[src/rtl/lsu_pkg.sv]
// Shared definitions for the load/store unit: access-size encodings and
// the controller state encoding.
package lsu_pkg;

    localparam logic [1:0] SZ_BYTE = 2'b00;
    localparam logic [1:0] SZ_HALF = 2'b01;
    localparam logic [1:0] SZ_WORD = 2'b10;
    localparam logic [1:0] SZ_ILL  = 2'b11;

    typedef enum logic [2:0] {
        IDLE   = 3'd0,
        LOAD   = 3'd1,
        STORE  = 3'd2,
        RMW_RD = 3'd3,
        RMW_WR = 3'd4,
        RESP   = 3'd5
    } lsu_state_e;

endpackage

[src/rtl/lsu_align.sv]
// Combinational lane logic for the load/store unit: load lane extraction
// with sign/zero extension, sub-word store merge into a full memory word,
// and the alignment/size legality check for an incoming request.
module lsu_align
    import lsu_pkg::*;
(
    input  logic [31:0] ld_word,
    input  logic [1:0]  ld_offset,
    input  logic [1:0]  ld_size,
    input  logic        ld_unsigned,
    output logic [31:0] ld_result,
    input  logic [31:0] st_old,
    input  logic [31:0] st_data,
    input  logic [1:0]  st_offset,
    input  logic [1:0]  st_size,
    output logic [31:0] st_merged,
    input  logic [1:0]  chk_offset,
    input  logic [1:0]  chk_size,
    output logic        chk_err
);

    function automatic logic [31:0] extend_byte(input logic [7:0] b, input logic uns);
        logic signed [7:0]  sb;
        logic signed [31:0] sw;
        sb = signed'(b);
        sw = sb;
        return uns ? {24'h000000, b} : sw;
    endfunction

    function automatic logic [31:0] extend_half(input logic [15:0] h, input logic uns);
        logic signed [15:0] sh;
        logic signed [31:0] sw;
        sh = signed'(h);
        sw = sh;
        return uns ? {16'h0000, h} : sw;
    endfunction

    logic [7:0]  ld_byte;
    logic [15:0] ld_half;

    // Pick the addressed lane of the read word and extend it to 32 bits
    always_comb begin
        case (ld_offset)
            2'd0:    ld_byte = ld_word[7:0];
            2'd1:    ld_byte = ld_word[15:8];
            2'd2:    ld_byte = ld_word[23:16];
            default: ld_byte = ld_word[31:24];
        endcase
        ld_half = ld_offset[1] ? ld_word[31:16] : ld_word[15:0];
        case (ld_size)
            SZ_BYTE: ld_result = extend_byte(ld_byte, ld_unsigned);
            SZ_HALF: ld_result = extend_half(ld_half, ld_unsigned);
            default: ld_result = ld_word;
        endcase
    end

    // Replace the addressed lane of the old word with the low store bytes
    always_comb begin
        st_merged = st_old;
        case (st_size)
            SZ_BYTE: begin
                case (st_offset)
                    2'd0:    st_merged[7:0]   = st_data[7:0];
                    2'd1:    st_merged[15:8]  = st_data[7:0];
                    2'd2:    st_merged[23:16] = st_data[7:0];
                    default: st_merged[31:24] = st_data[7:0];
                endcase
            end
            SZ_HALF: begin
                if (st_offset[1]) st_merged[31:16] = st_data[15:0];
                else              st_merged[15:0]  = st_data[15:0];
            end
            default: st_merged = st_data;
        endcase
    end

    // Misaligned half/word or the reserved size encoding is rejected
    always_comb begin
        chk_err = 1'b0;
        case (chk_size)
            SZ_HALF: chk_err = chk_offset[0];
            SZ_WORD: chk_err = (chk_offset != 2'b00);
            SZ_ILL:  chk_err = 1'b1;
            default: chk_err = 1'b0;
        endcase
    end

endmodule

[src/rtl/load_store_unit.sv]
// Load/store unit: accepts one request at a time from the pipeline, drives
// a word-addressed data memory without byte enables (sub-word stores use
// read-modify-write) and returns a single response per request.
module load_store_unit
    import lsu_pkg::*;
#(
    parameter int ADDR_W = 32
) (
    input  logic              clk,
    input  logic              rst_n,
    input  logic              req_valid,
    output logic              req_ready,
    input  logic              req_write,
    input  logic [1:0]        req_size,
    input  logic              req_unsigned,
    input  logic [ADDR_W-1:0] req_addr,
    input  logic [31:0]       req_wdata,
    output logic              rsp_valid,
    input  logic              rsp_ready,
    output logic [31:0]       rsp_rdata,
    output logic              rsp_err,
    output logic              mem_read,
    output logic              mem_write,
    output logic [ADDR_W-1:0] mem_addr,
    output logic [31:0]       mem_wdata,
    input  logic [31:0]       mem_rdata
);

    lsu_state_e        state_q;
    logic [ADDR_W-1:0] addr_q;
    logic [1:0]        size_q;
    logic              unsigned_q;
    logic [31:0]       wdata_q;
    logic [31:0]       merge_q;
    logic [31:0]       rdata_q;
    logic              err_q;

    logic [31:0]       ld_result;
    logic [31:0]       st_merged;
    logic              acc_err;
    logic              accept;

    lsu_align u_align (
        .ld_word     (mem_rdata),
        .ld_offset   (addr_q[1:0]),
        .ld_size     (size_q),
        .ld_unsigned (unsigned_q),
        .ld_result   (ld_result),
        .st_old      (merge_q),
        .st_data     (wdata_q),
        .st_offset   (addr_q[1:0]),
        .st_size     (size_q),
        .st_merged   (st_merged),
        .chk_offset  (req_addr[1:0]),
        .chk_size    (req_size),
        .chk_err     (acc_err)
    );

    assign accept = req_valid && (state_q == IDLE);

    // Controller state, latched address and response registers
    always_ff @(posedge clk or negedge rst_n) begin
        if (!rst_n) begin
            state_q <= IDLE;
            addr_q  <= '0;
            rdata_q <= '0;
            err_q   <= 1'b0;
        end else begin
            case (state_q)
                IDLE: begin
                    if (accept) begin
                        addr_q  <= req_addr;
                        rdata_q <= '0;
                        err_q   <= acc_err;
                        if (acc_err)               state_q <= RESP;
                        else if (!req_write)       state_q <= LOAD;
                        else if (req_size == SZ_WORD) state_q <= STORE;
                        else                       state_q <= RMW_RD;
                    end
                end
                LOAD: begin
                    rdata_q <= ld_result;
                    state_q <= RESP;
                end
                STORE:  state_q <= RESP;
                RMW_RD: state_q <= RMW_WR;
                RMW_WR: state_q <= RESP;
                RESP: begin
                    if (rsp_ready) state_q <= IDLE;
                end
                default: state_q <= IDLE;
            endcase
        end
    end

    // Request payload and read-modify-write merge word; only consumed under
    // the states that load them, so they need no reset
    always_ff @(posedge clk) begin
        if (accept) begin
            size_q     <= req_size;
            unsigned_q <= req_unsigned;
            wdata_q    <= req_wdata;
        end
        if (state_q == RMW_RD) begin
            merge_q <= mem_rdata;
        end
    end

    // Strobes and write data decoded from the registered state only
    always_comb begin
        mem_wdata = '0;
        case (state_q)
            STORE:   mem_wdata = wdata_q;
            RMW_WR:  mem_wdata = st_merged;
            default: mem_wdata = '0;
        endcase
    end

    assign mem_read  = (state_q == LOAD)  || (state_q == RMW_RD);
    assign mem_write = (state_q == STORE) || (state_q == RMW_WR);
    assign mem_addr  = {addr_q[ADDR_W-1:2], 2'b00};

    assign req_ready = (state_q == IDLE);
    assign rsp_valid = (state_q == RESP);
    assign rsp_rdata = rdata_q;
    assign rsp_err   = err_q;

endmodule

[config.mk]
export PLATFORM = sky130hd
export DESIGN_NAME = load_store_unit
export DESIGN_NICKNAME = d
export VERILOG_FILES = /design/src/rtl/lsu_pkg.sv /design/src/rtl/lsu_align.sv /design/src/rtl/load_store_unit.sv
export SDC_FILE = /design/constraint.sdc
export NUM_CORES = 1
export LEC_CHECK = 0
export ABC_AREA = 1
export CORE_MARGIN = 2
export CORE_UTILIZATION = 44
export CTS_BUF_LIST = sky130_fd_sc_hd__clkbuf_4 sky130_fd_sc_hd__clkbuf_8
export CTS_CLUSTER_DIAMETER = 30
export DETAILED_ROUTE_END_ITERATION = 6
export PLACE_DENSITY = 0.75
export SYNTH_ARGS = -nofsm -noshare
export SYNTH_HDL_FRONTEND = slang
export SYNTH_SLANG_ARGS = --single-unit
[constraint.sdc]
create_clock -name clk -period 3.5 [get_ports clk]
set_clock_uncertainty 0.15 [all_clocks]
set_input_delay 0.7 -clock clk [delete_from_list [all_inputs] [get_ports clk]]
set_output_delay 0.7 -clock clk [all_outputs]
set_load 0.02 [all_outputs]
== Yosys cells after proc, flatten, opt, wreduce, memory -nomap -nowiden ==
Cells that the tools add are included.
Storage, ports and cells
  bits in registers: 135
  input port bits: 104
  output and inout port bits: 101
  logic and storage cells: 56
Operators by class
  equal/unequal tests: 13
  multiplexer cells: 22
  reductions and logical operators: 13
Operators by type and width (count)
  $pmux 32 s2: 4
  $mux 32: 3
  $mux 16: 3
  $mux 8: 4
  $pmux 8 s3: 1
  $pmux 3 s4: 1
  $mux 3: 3
  $eq 2x1->1 const B: 3
  $eq 2x2->1 const B: 3
  $eq 3x2->1 const B: 2
  $eq 3x3->1 const B: 2
  $reduce_and 2->1: 3
  $reduce_or 3->1: 2
  $logic_not 2->1: 2
  $ne 2x1->1 const B: 2
  $reduce_bool 2->1: 2
  $eq 3x1->1 const B: 1
  $logic_not 3->1: 1
  $pmux 1 s3: 1
  $logic_or 1x1->1: 2
  $mux 2: 1
  $logic_and 1x1->1: 1
  $mux 1: 1

== Depth between registers and ports, before layout ==
Gate-level depths: netlist (run 1).
  depth after elaboration: 6
  depth in mapped cells: 10
  depth with buffers taken out: 8

== Cells and area by module ==
Synthesis (run 1) repeated with hierarchy kept, for this count alone.
Second synthesis, totals
  cells, all modules: 857
  area total of the unflattened synthesis: 7014.2 um^2
By module, submodules not included
  load_store_unit: instances 1, cells each 515, area an instance 5412.7 um^2, seq. area each 3713.6 um^2
  lsu_align: instances 1, cells each 342, area an instance 1601.5 um^2, seq. area each 0.0 um^2

== Worst setup path before layout (run 1) ==
Ideal clock, no wire load.
  path type: reg-to-reg
  from: register state_q[2]
  to: register merge_q[0], enable pin
  setup time: 0.461 ns
  arrival time: 2.668 ns
  required time: 2.889 ns
  setup slack: 0.221 ns
  cell stages (with the launch flop): 2
  buffers on the path: 0
  clock period less this slack: 3.279 ns
  cell sequence: dfrtp_1 nor3_1
Between the ends
  cells in the longest elaborated chain, start to end: 1
Ends and longest elaborated chain
  start: declaration: RTL line load_store_unit.sv:29  | lsu_state_e state_q;
  start signal: assignment: RTL line load_store_unit.sv:64  | state_q <= IDLE;
  start signal: assignment: RTL line load_store_unit.sv:75  | if (acc_err) state_q <= RESP;
  start signal: assignment: RTL line load_store_unit.sv:76  | else if (!req_write) state_q <= LOAD;
  $eq 3x2->1: RTL line load_store_unit.sv:104  | if (state_q == RMW_RD) begin
  end signal: assignment: RTL line load_store_unit.sv:105  | merge_q <= mem_rdata;
  end: declaration: RTL line load_store_unit.sv:34  | logic [31:0] merge_q;
No other way between the ends.
A chain may end at the register's enable or synchronous reset.

== Final worst setup path (run 1) ==
  from: register state_q[1]
  to: output mem_wdata[1]
Between the ends
  cells in the longest elaborated chain, start to end: 2
  elaborated cells on any way between the ends: 3
  classes of those cells: 2 x eq/ne; 1 x mux
Ends and longest elaborated chain
  $eq 3x3->1 or $eq 3x2->1 (tied branches): RTL line load_store_unit.sv:112  | case (state_q)
  $pmux 32 s2 *: RTL line load_store_unit.sv:112
  end: declaration: RTL line load_store_unit.sv:25  | output logic [31:0] mem_wdata,
Every way passes the cells marked *; elsewhere a longest branch is shown, timed or not.

==> flow_summary.ini, run 1 <==
[placed_design]
numPortBuffers = 202
place_congestion = 0.923
hpwl_mm = 15.0

[timing]
max_slew_margin_pct = 42.0
fin_crit_sh_pct = 96.8
period_minus_slack_ns = 3.39
grt_setup_unrepaired = false
tightest_slew_ns = 0.870
holdWs_ns = 0.296
finalHoldViolCount = 0
setup_viol = 0
setup_tns_ns = 0
slew_viol_final = 0
fmax_mhz = 295

[grt]
antenna_found_initial = 0
grt_max_degree = 69
grt_pass1_wl_mm = 32.1
grt_overflow_total = 0
grt_pass1_vias = 6156
track_usage_pct = 25.5

[cts]
worstSkewPairLatency_ns = 0.44
cts-buffers-inserted = 17
cts-htree-levels = 4
cts_tree = done
root_buffer = clkbuf_8
clockBufferDepth = 2
clk_pin_slew_ns = 0.08
cts.sinks = 135

[drt]
drcViolationCount = 0
via_per_inst = 5.06
routed-via-count = 6308
drtIter0Drc = 629
wl_mm = 20.5
ant_nets = 0
drtPass1Iterations = 5
post_drt_wl_per_cell_um = 16.5

[critical_path]
cp_slowest_cell = clkdlybuf4s50_1
cpPeakStageDelay_ns = 0.63
crit_path_start_kind = flop
worstSetupPathType = flop to output port
worstPathCellList = inv_2, nand3_1, inv_1, buf_6, o21ai_1, o22ai_1, clkdlybuf4s50_1
cp_data_required_time_ns = 2.65
end_kind = output port
cp_max_fo = 23
cp_data_arrival_time_ns = 2.54

[finish]
multi_input_area_um2 = 2530
syn2layout_area_growth_pct = 34.8
final_net_count = 1126
post-route-util_pct = 60.9
fill_cells = 1361
regArea_um2 = 3710
drive_above_1_share_pct = 7.63
diodes = 0

[hold_path]
worstHoldPathType = input port to asynchronous set/reset pin

[synthesis]
synthCells = 852
synth_area_leader_cell = edfxtp_1
yosys_warnings = 0
synth_top_area_share_pct = 29.2
ys_seq_area_share_pct = 53.8
synth_area_um2 = 6900
syn_area_per_cell_um2 = 8.09
ys_ff_latch = 135
ys_top_cells_by_area = edfxtp_1 (29%), dfrtp_1 (25%), nand2_1 (20%), buf_4 (4.0%), nand3_1 (3.8%)
yosysUniqueCellTypes = 27

[flow_run]
maxCapViolCount = 0

[status]
status = finished, final reports clean

[power]
p_leak_nw = 4.26
power_per_cell_area_nw_per_um2 = 759
peakVddDrop_mv = 0.482

[floorplan]
start_util_pct = 45.2
rows = 45
dieWidth_um = 129
die_h_um = 129
io_pins = 205
die_area_um2 = 16700
core_area_um2 = 15300
-- placed cells by master (no fill, tap or decap), drive strengths merged, types with 2 or more instances in the layout --
cell / n
clkinv: 7
inv: 71
nor2: 36
buf: 19
edfxtp: 67
nor3: 2
o22ai: 2
conb: 2
nand4: 2
dlymetal6s2s: 3
o21ai: 54
dfrtp: 68
clkbuf: 18
clkinvlp: 2
o211ai: 16
clkdlybuf4s50: 197
nand3: 54
nand2: 373
a21oi: 38
-- critical path: cells and delay by family, from the launching register on --
kind,cells,cell delay [ns]
buffers and inverters,4,1.15
flip-flops,1,0.42
AND/OR/NAND/NOR,1,0.27
AO/OA/AOI/OAI,2,0.24
-- cell families (layout without fill, tap and decap cells) --
logic type / after synthesis / in the layout / synth area share (%)
flip-flops: 135 / 135 / 53.8
AND/OR/NAND/NOR: 468 / 468 / 27.4
buffers and inverters: 136 / 318 / 9.85
other: 1 / 2 / 0.0544
AO/OA/AOI/OAI: 112 / 112 / 8.82
-- cell type report --
cell class / count / area share, %
clock inverter: 14 / 1.35
multi-input combinational: 582 / 27.2
timing repair buffer: 219 / 23.3
sequential: 135 / 39.9
tap: 211 / 2.84
inverter: 67 / 2.73
clock buffer: 18 / 2.60
-- metal layers --
metal  part of all wire, %  routed length, um  global-route usage, %
met5                     0                  0                      0
met3                    10               2110                   8.46
met4                   2.1                434                   8.12
met2                    46               9400                   40.4
met1                    42               8590                   33.2
-- cell usage after synthesis, drive strengths merged --
master / instances
o211ai: 16
nor3: 2
buf: 58
dfrtp: 68
edfxtp: 67
nand3: 54
o21ai: 54
a21boi: 1
clkbuf: 11
nor2: 36
o22ai: 2
nor4: 1
inv: 67
nand4: 2
a21oi: 38
o21a: 1
conb: 1
nand2: 373
-- where the power goes --
part	internal, mW	switching, mW
registers	2.12	0.288
logic	1.39	2.05
clock network	0.573	0.641
total	4.08	2.98
-- worst paths after layout --
kind	startpoint	endpoint	slack, ns	cells after the start
max	state_q[1]	mem_wdata[1]	0.11	7
min	rst_n	addr_q[10]	0.30	2
max reg2reg	state_q[2]	wdata_q[25]	1.35	6
min reg2reg	addr_q[30]	addr_q[30]	0.33	2
max in group asynchronous	rst_n	addr_q[1]	2.28	2
min in group clk	addr_q[30]	addr_q[30]	0.33	2
-- stage by stage --
stage	total power, mW	instance area (um2)	instances	setup slack (ns)
after floorplan	4.57	6900	853	0.221
after global placement	5.80	8890	1213	0.516
after detailed placement	5.83	8890	1213	0.453
after CTS	7.07	9260	1245	0.0282
after global routing	7.54	9300	1246	0.0108
final	7.06	9300	1246	0.113
-- registers in the layout (all words and copies together) (netlist names) --
signal and count:
size_q 2, wdata_q 32, unsigned_q 1, rsp_rdata 32, rsp_err 1, state_q 3
merge_q 32, addr_q 32
-- repair_timing --
action	in CTS	in global routing
gates resized for setup	2	11
buffers inserted	0	1
hold endpoints to repair	0	0
endpoints found under the setup margin	4	31
hold buffers	0	0
Note: power is estimated with default switching activity, not from simulation.
==> run 2: changes to the inputs <==
==> constraint.sdc (replaced) <==
create_clock -name clk -period 3.5 [get_ports clk]
set_clock_uncertainty 0.15 [all_clocks]
set_input_delay 0.35 -clock clk [delete_from_list [all_inputs] [get_ports clk]]
set_output_delay 0.35 -clock clk [all_outputs]
set_load 0.02 [all_outputs]
==> flow_summary.ini, run 2 (synthesis gave the netlist of run 1 again) <==
[power]
power_per_cell_area_nw_per_um2 = 775
p_total_mw = 7.21
peakVddDrop_mv = 0.445
p_leak_nw = 4.22

[timing]
setup_viol = 0
setup_tns_ns = 0
fin_crit_sh_pct = 94.4
period_minus_slack_ns = 3.30
worst_slack_ns = 0.197
slew_viol_final = 0
grt_setup_unrepaired = false
fmax_mhz = 303
max_slew_margin_pct = 38.9
finalHoldViolCount = 0
tightest_slew_ns = 0.917

[critical_path]
worst-path-stages = 7
cp_slowest_cell = clkdlybuf4s50_1
worstPathCellList = buf_4, nand2_1, nand2_1, o211ai_1, nand2_1, o21ai_0, clkdlybuf4s50_1
cpPeakStageDelay_ns = 0.70
endpoint = mem_wdata[15]
cpMostUsedCell = nand2_1
r2r-start = size_q[1]
reg2reg_to = rsp_rdata[7]
crit_path_start_kind = flop
worst-r2r-setup-slack_ns = 1.41
worstSetupPathType = flop to output port
worstSetupStartpoint = addr_q[1]
end_kind = output port
cp_data_required_time_ns = 3.00
worst_r2r_path_depth = 8
cp_top_family = buffers and inverters
cp_data_arrival_time_ns = 2.80
critPathBufInv = 2
cp_max_fo = 21

[placed_design]
numPortBuffers = 202
dp.cells = 1209
dpl_worst_slack_ns = 0.620
hpwl_mm = 15.0
place_congestion = 0.964

[grt]
grt_overflow_total = 0
antenna_found_initial = 0
grt_pass1_wl_mm = 31.3
grt_pass1_vias = 5907
track_usage_pct = 24.9
grt_max_degree = 54

[floorplan]
core_area_um2 = 15300
die_h_um = 129
die_area_um2 = 16700
io_pins = 205
rows = 45
start_util_pct = 45.2
dieWidth_um = 129

[cts]
cts-buffers-inserted = 17
root_buffer = clkbuf_8
cts.sinks = 135
cts_tree = done
clockBufferDepth = 2
cts-htree-levels = 4
worstSkewPairLatency_ns = 0.44
cts_setup_buffers = 0
clk_pin_slew_ns = 0.08

[finish]
fill_cells = 1345
finalNonFillerCells = 1242
syn2layout_area_growth_pct = 35.0
drive_above_1_share_pct = 6.69
post-route-util_pct = 61.0
final_net_count = 1122
layout_common_cells = nand2_1 (370), clkdlybuf4s50_1 (200), dfrtp_1 (68)
diodes = 0
layout_commonest_cell = nand2_1

[drt]
drtPass1Iterations = 5
ant_nets = 0
post_drt_wl_per_cell_um = 16.3
via_per_inst = 5.03
wl_mm = 20.3
routed-via-count = 6243
drcViolationCount = 0
drtIter0Drc = 623

[status]
status = finished, final reports clean

[hold_path]
worstHoldPathType = input port to flop
hold_path.startpoint = req_addr[23]

[flow_run]
maxCapViolCount = 0
==> run 2: cell types whose count changed in the layout (fill, tap and decap cells not counted), sizes merged <==
cell / delta
bufinv: +3
inv: -1
dlymetal6s2s: -3
dlygate4sd3: +1
clkdlybuf4s50: +3
buf: -5
clkbuf: -1
clkinv: -1
==> run 2: worst reg2reg max path, delay by kind of cell, from the launching register on <==
family / cells / cell delay (ns)
and+or+nand+nor: 6 / 0.91
buffers and inverters: 2 / 0.47
DFF: 1 / 0.46
==> run 2: metrics by stage <==
step / hold slack [ns] / cell area (um2)
3_3_place_gp: 0.312 / 8860
2_1_floorplan: -0.0956 / 6900
5_1_grt: 0.272 / 9310
3_5_place_dp: 0.314 / 8860
6_report: 0.278 / 9310
4_1_cts: 0.262 / 9300
==> run 2: layer usage <==
layer  track usage, %  part of all wire [%]  up-vias
met5                0                     0        -
met1             32.2                    41     2853
li1                 -                     -     3043
met4             8.12                   2.2        0
met3             8.88                    11       29
met2             39.2                    45      318
==> run 2: report_power, final <==
group	internal [mW]	total, mW	switching [mW]
clock network	0.779	1.42	0.643
registers	2.11	2.40	0.282
logic	1.37	3.39	2.02
total	4.26	7.21	2.94
==> run 2: cell type report <==
class	instances	area [um2]	share of cell area (%)
flip-flops and latches	135	3710	39.9
multi-input cells	582	2520	27.0
repair buffers	215	2130	22.9
well taps	211	264	2.84
inverters	67	251	2.70
clock buffers	17	234	2.51
clock inverters	15	200	2.15
==> run 2: worst min-delay path by stage <==
stage                         end  slack (ns)  depth (start not counted)
floorplan               addr_q[0]        -0.1                          0
global placement       addr_q[28]        0.31                          2
detailed placement  rsp_rdata[21]        0.31                          2
CTS                    addr_q[20]        0.26                          3
global route           addr_q[23]        0.27                          3
finish                 addr_q[23]        0.28                          3
==> run 2: repair_timing <==
item,4_1_cts,5_1_grt
hold buffers,1,0
hold endpoints to repair,38,0
resized for setup,0,2
setup endpoints to repair,0,12
==> run 3: changes to the inputs <==
Settings changed: CORE_MARGIN 2 to default.
==> flow_summary.ini, run 3 (synthesis gave the netlist of run 1 again) <==
[finish]
post-route-util_pct = 61.0
syn2layout_area_growth_pct = 35.0
finalNonFillerCells = 1242
diodes = 0
fill_cells = 1333
layout_commonest_cell = nand2_1
drive_above_1_share_pct = 6.60
layout_common_cells = nand2_1 (370), clkdlybuf4s50_1 (199), dfrtp_1 (68)
final_net_count = 1122

[critical_path]
cpPeakStageDelay_ns = 0.61
worst-r2r-setup-slack_ns = 1.30
reg2reg_to = rsp_err
cpMostUsedCell = nand2_1
cp_slowest_cell = clkdlybuf4s50_1
cp_max_fo = 18
cp_data_arrival_time_ns = 2.81
worst_r2r_path_depth = 8
cp_top_family = buffers and inverters
cp_data_required_time_ns = 3.00
worstPathCellList = inv_2, nand3_1, inv_1, buf_4, nand2_1, nand2_1, clkdlybuf4s50_1
critPathBufInv = 4
r2r-start = state_q[2]
crit_path_start_kind = flop
end_kind = output port
worstSetupPathType = flop to output port

[power]
peakVddDrop_mv = 0.482
power_per_cell_area_nw_per_um2 = 780
p_leak_nw = 4.26

[cts]
clockBufferDepth = 2
cts.sinks = 135
root_buffer = clkbuf_8
worstSkewPairLatency_ns = 0.46
clk_pin_slew_ns = 0.08
cts-htree-levels = 4
cts_setup_buffers = 0
cts-buffers-inserted = 17
cts_tree = done

[placed_design]
numPortBuffers = 202
dp.cells = 1209
dpl_worst_slack_ns = 0.600
place_congestion = 0.952
hpwl_mm = 14.9

[status]
status = finished, final reports clean

[timing]
setup_tns_ns = 0
max_slew_margin_pct = 45.9
tightest_slew_ns = 0.812
slew_viol_final = 0
fin_crit_sh_pct = 94.6
setup_viol = 0
worst_slack_ns = 0.189
grt_setup_unrepaired = false
holdWs_ns = 0.262
fmax_mhz = 302
period_minus_slack_ns = 3.31
finalHoldViolCount = 0

[drt]
via_per_inst = 5.12
drtPass1Iterations = 5
wl_mm = 20.5
ant_nets = 0
drcViolationCount = 0
routed-via-count = 6361
post_drt_wl_per_cell_um = 16.5
drtIter0Drc = 553

[floorplan]
rows = 45
io_pins = 205
start_util_pct = 45.2
die_area_um2 = 16200
dieWidth_um = 127
core_area_um2 = 15300
die_h_um = 127

[hold_path]
hold_path.startpoint = req_addr[26]
min_to = addr_q[26]
worstHoldPathType = input port to flop
hold_path_depth = 3

[grt]
grt_max_degree = 39
grt_pass1_vias = 5977
grt_overflow_total = 0
track_usage_pct = 26.2
grt_pass1_wl_mm = 31.6
antenna_found_initial = 0

[flow_run]
maxCapViolCount = 0
## run 3: changes by cell type in the layout (fill, tap and decap cells not counted), sizes merged
cell           change
clkbuf             +1
clkinvlp           -1
buf                -1
clkinv             -4
clkdlybuf4s50      -1
dlymetal6s2s       +2
inv                +4
## run 3: worst register-to-register path, delay by kind of cell (launching register included)
family | cells | cell delay [ns]
AOI/OAI and AO/OA | 1 | 0.11
buffers and inverters | 3 | 0.97
DFF | 1 | 0.43
and+or+nand+nor | 4 | 0.44
## run 3: power breakdown
group          total [mW]  internal, mW  switching (mW)
combinational        3.40          1.37            2.04
sequential           2.41          2.12           0.291
clock                1.46         0.802           0.653
total                7.26          4.28            2.98
## run 3: layout make-up
| class | count | area [um2] | area share, % |
|---|---|---|---|
| Sequential cell | 135 | 3710 | 39.9 |
| Multi-Input combinational cell | 582 | 2520 | 27.0 |
| Timing Repair Buffer | 215 | 2130 | 22.8 |
| Tap cell | 211 | 264 | 2.83 |
| Inverter | 67 | 251 | 2.70 |
| Clock buffer | 18 | 248 | 2.66 |
| Clock inverter | 14 | 193 | 2.07 |
## run 3: per-stage QoR
step,total power [mW],area (um2)
3_5_place_dp,5.80,8850
3_3_place_gp,5.77,8850
5_1_grt,7.70,9310
2_1_floorplan,4.57,6900
6_report,7.26,9310
4_1_cts,7.28,9300
## run 3: per-layer routing
layer / GRT usage, % / share of wire [%]
met5: 0 / 0
met4: 8.82 / 2.0
met3: 8.71 / 10
met2: 42.2 / 47
met1: 33.1 / 41
## run 3: worst max path at each step
stage                     slack (ns)            end  cells past startpoint       start
final                           0.19  mem_wdata[26]                      7  state_q[1]
after global routing            0.03  mem_wdata[11]                      8   size_q[1]
after floorplan                 0.22     merge_q[0]                      1  state_q[2]
after global placement          0.65  mem_wdata[10]                      7   addr_q[1]
after detailed placement        0.60  mem_wdata[11]                      8   size_q[1]
after CTS                       0.09  mem_wdata[15]                      8   size_q[1]
## run 3: timing repair
item | in CTS | in global routing
setup endpoints to repair | 0 | 8
hold buffers | 1 | 0
hold endpoints to repair | 35 | 0
resized for setup | 0 | 5
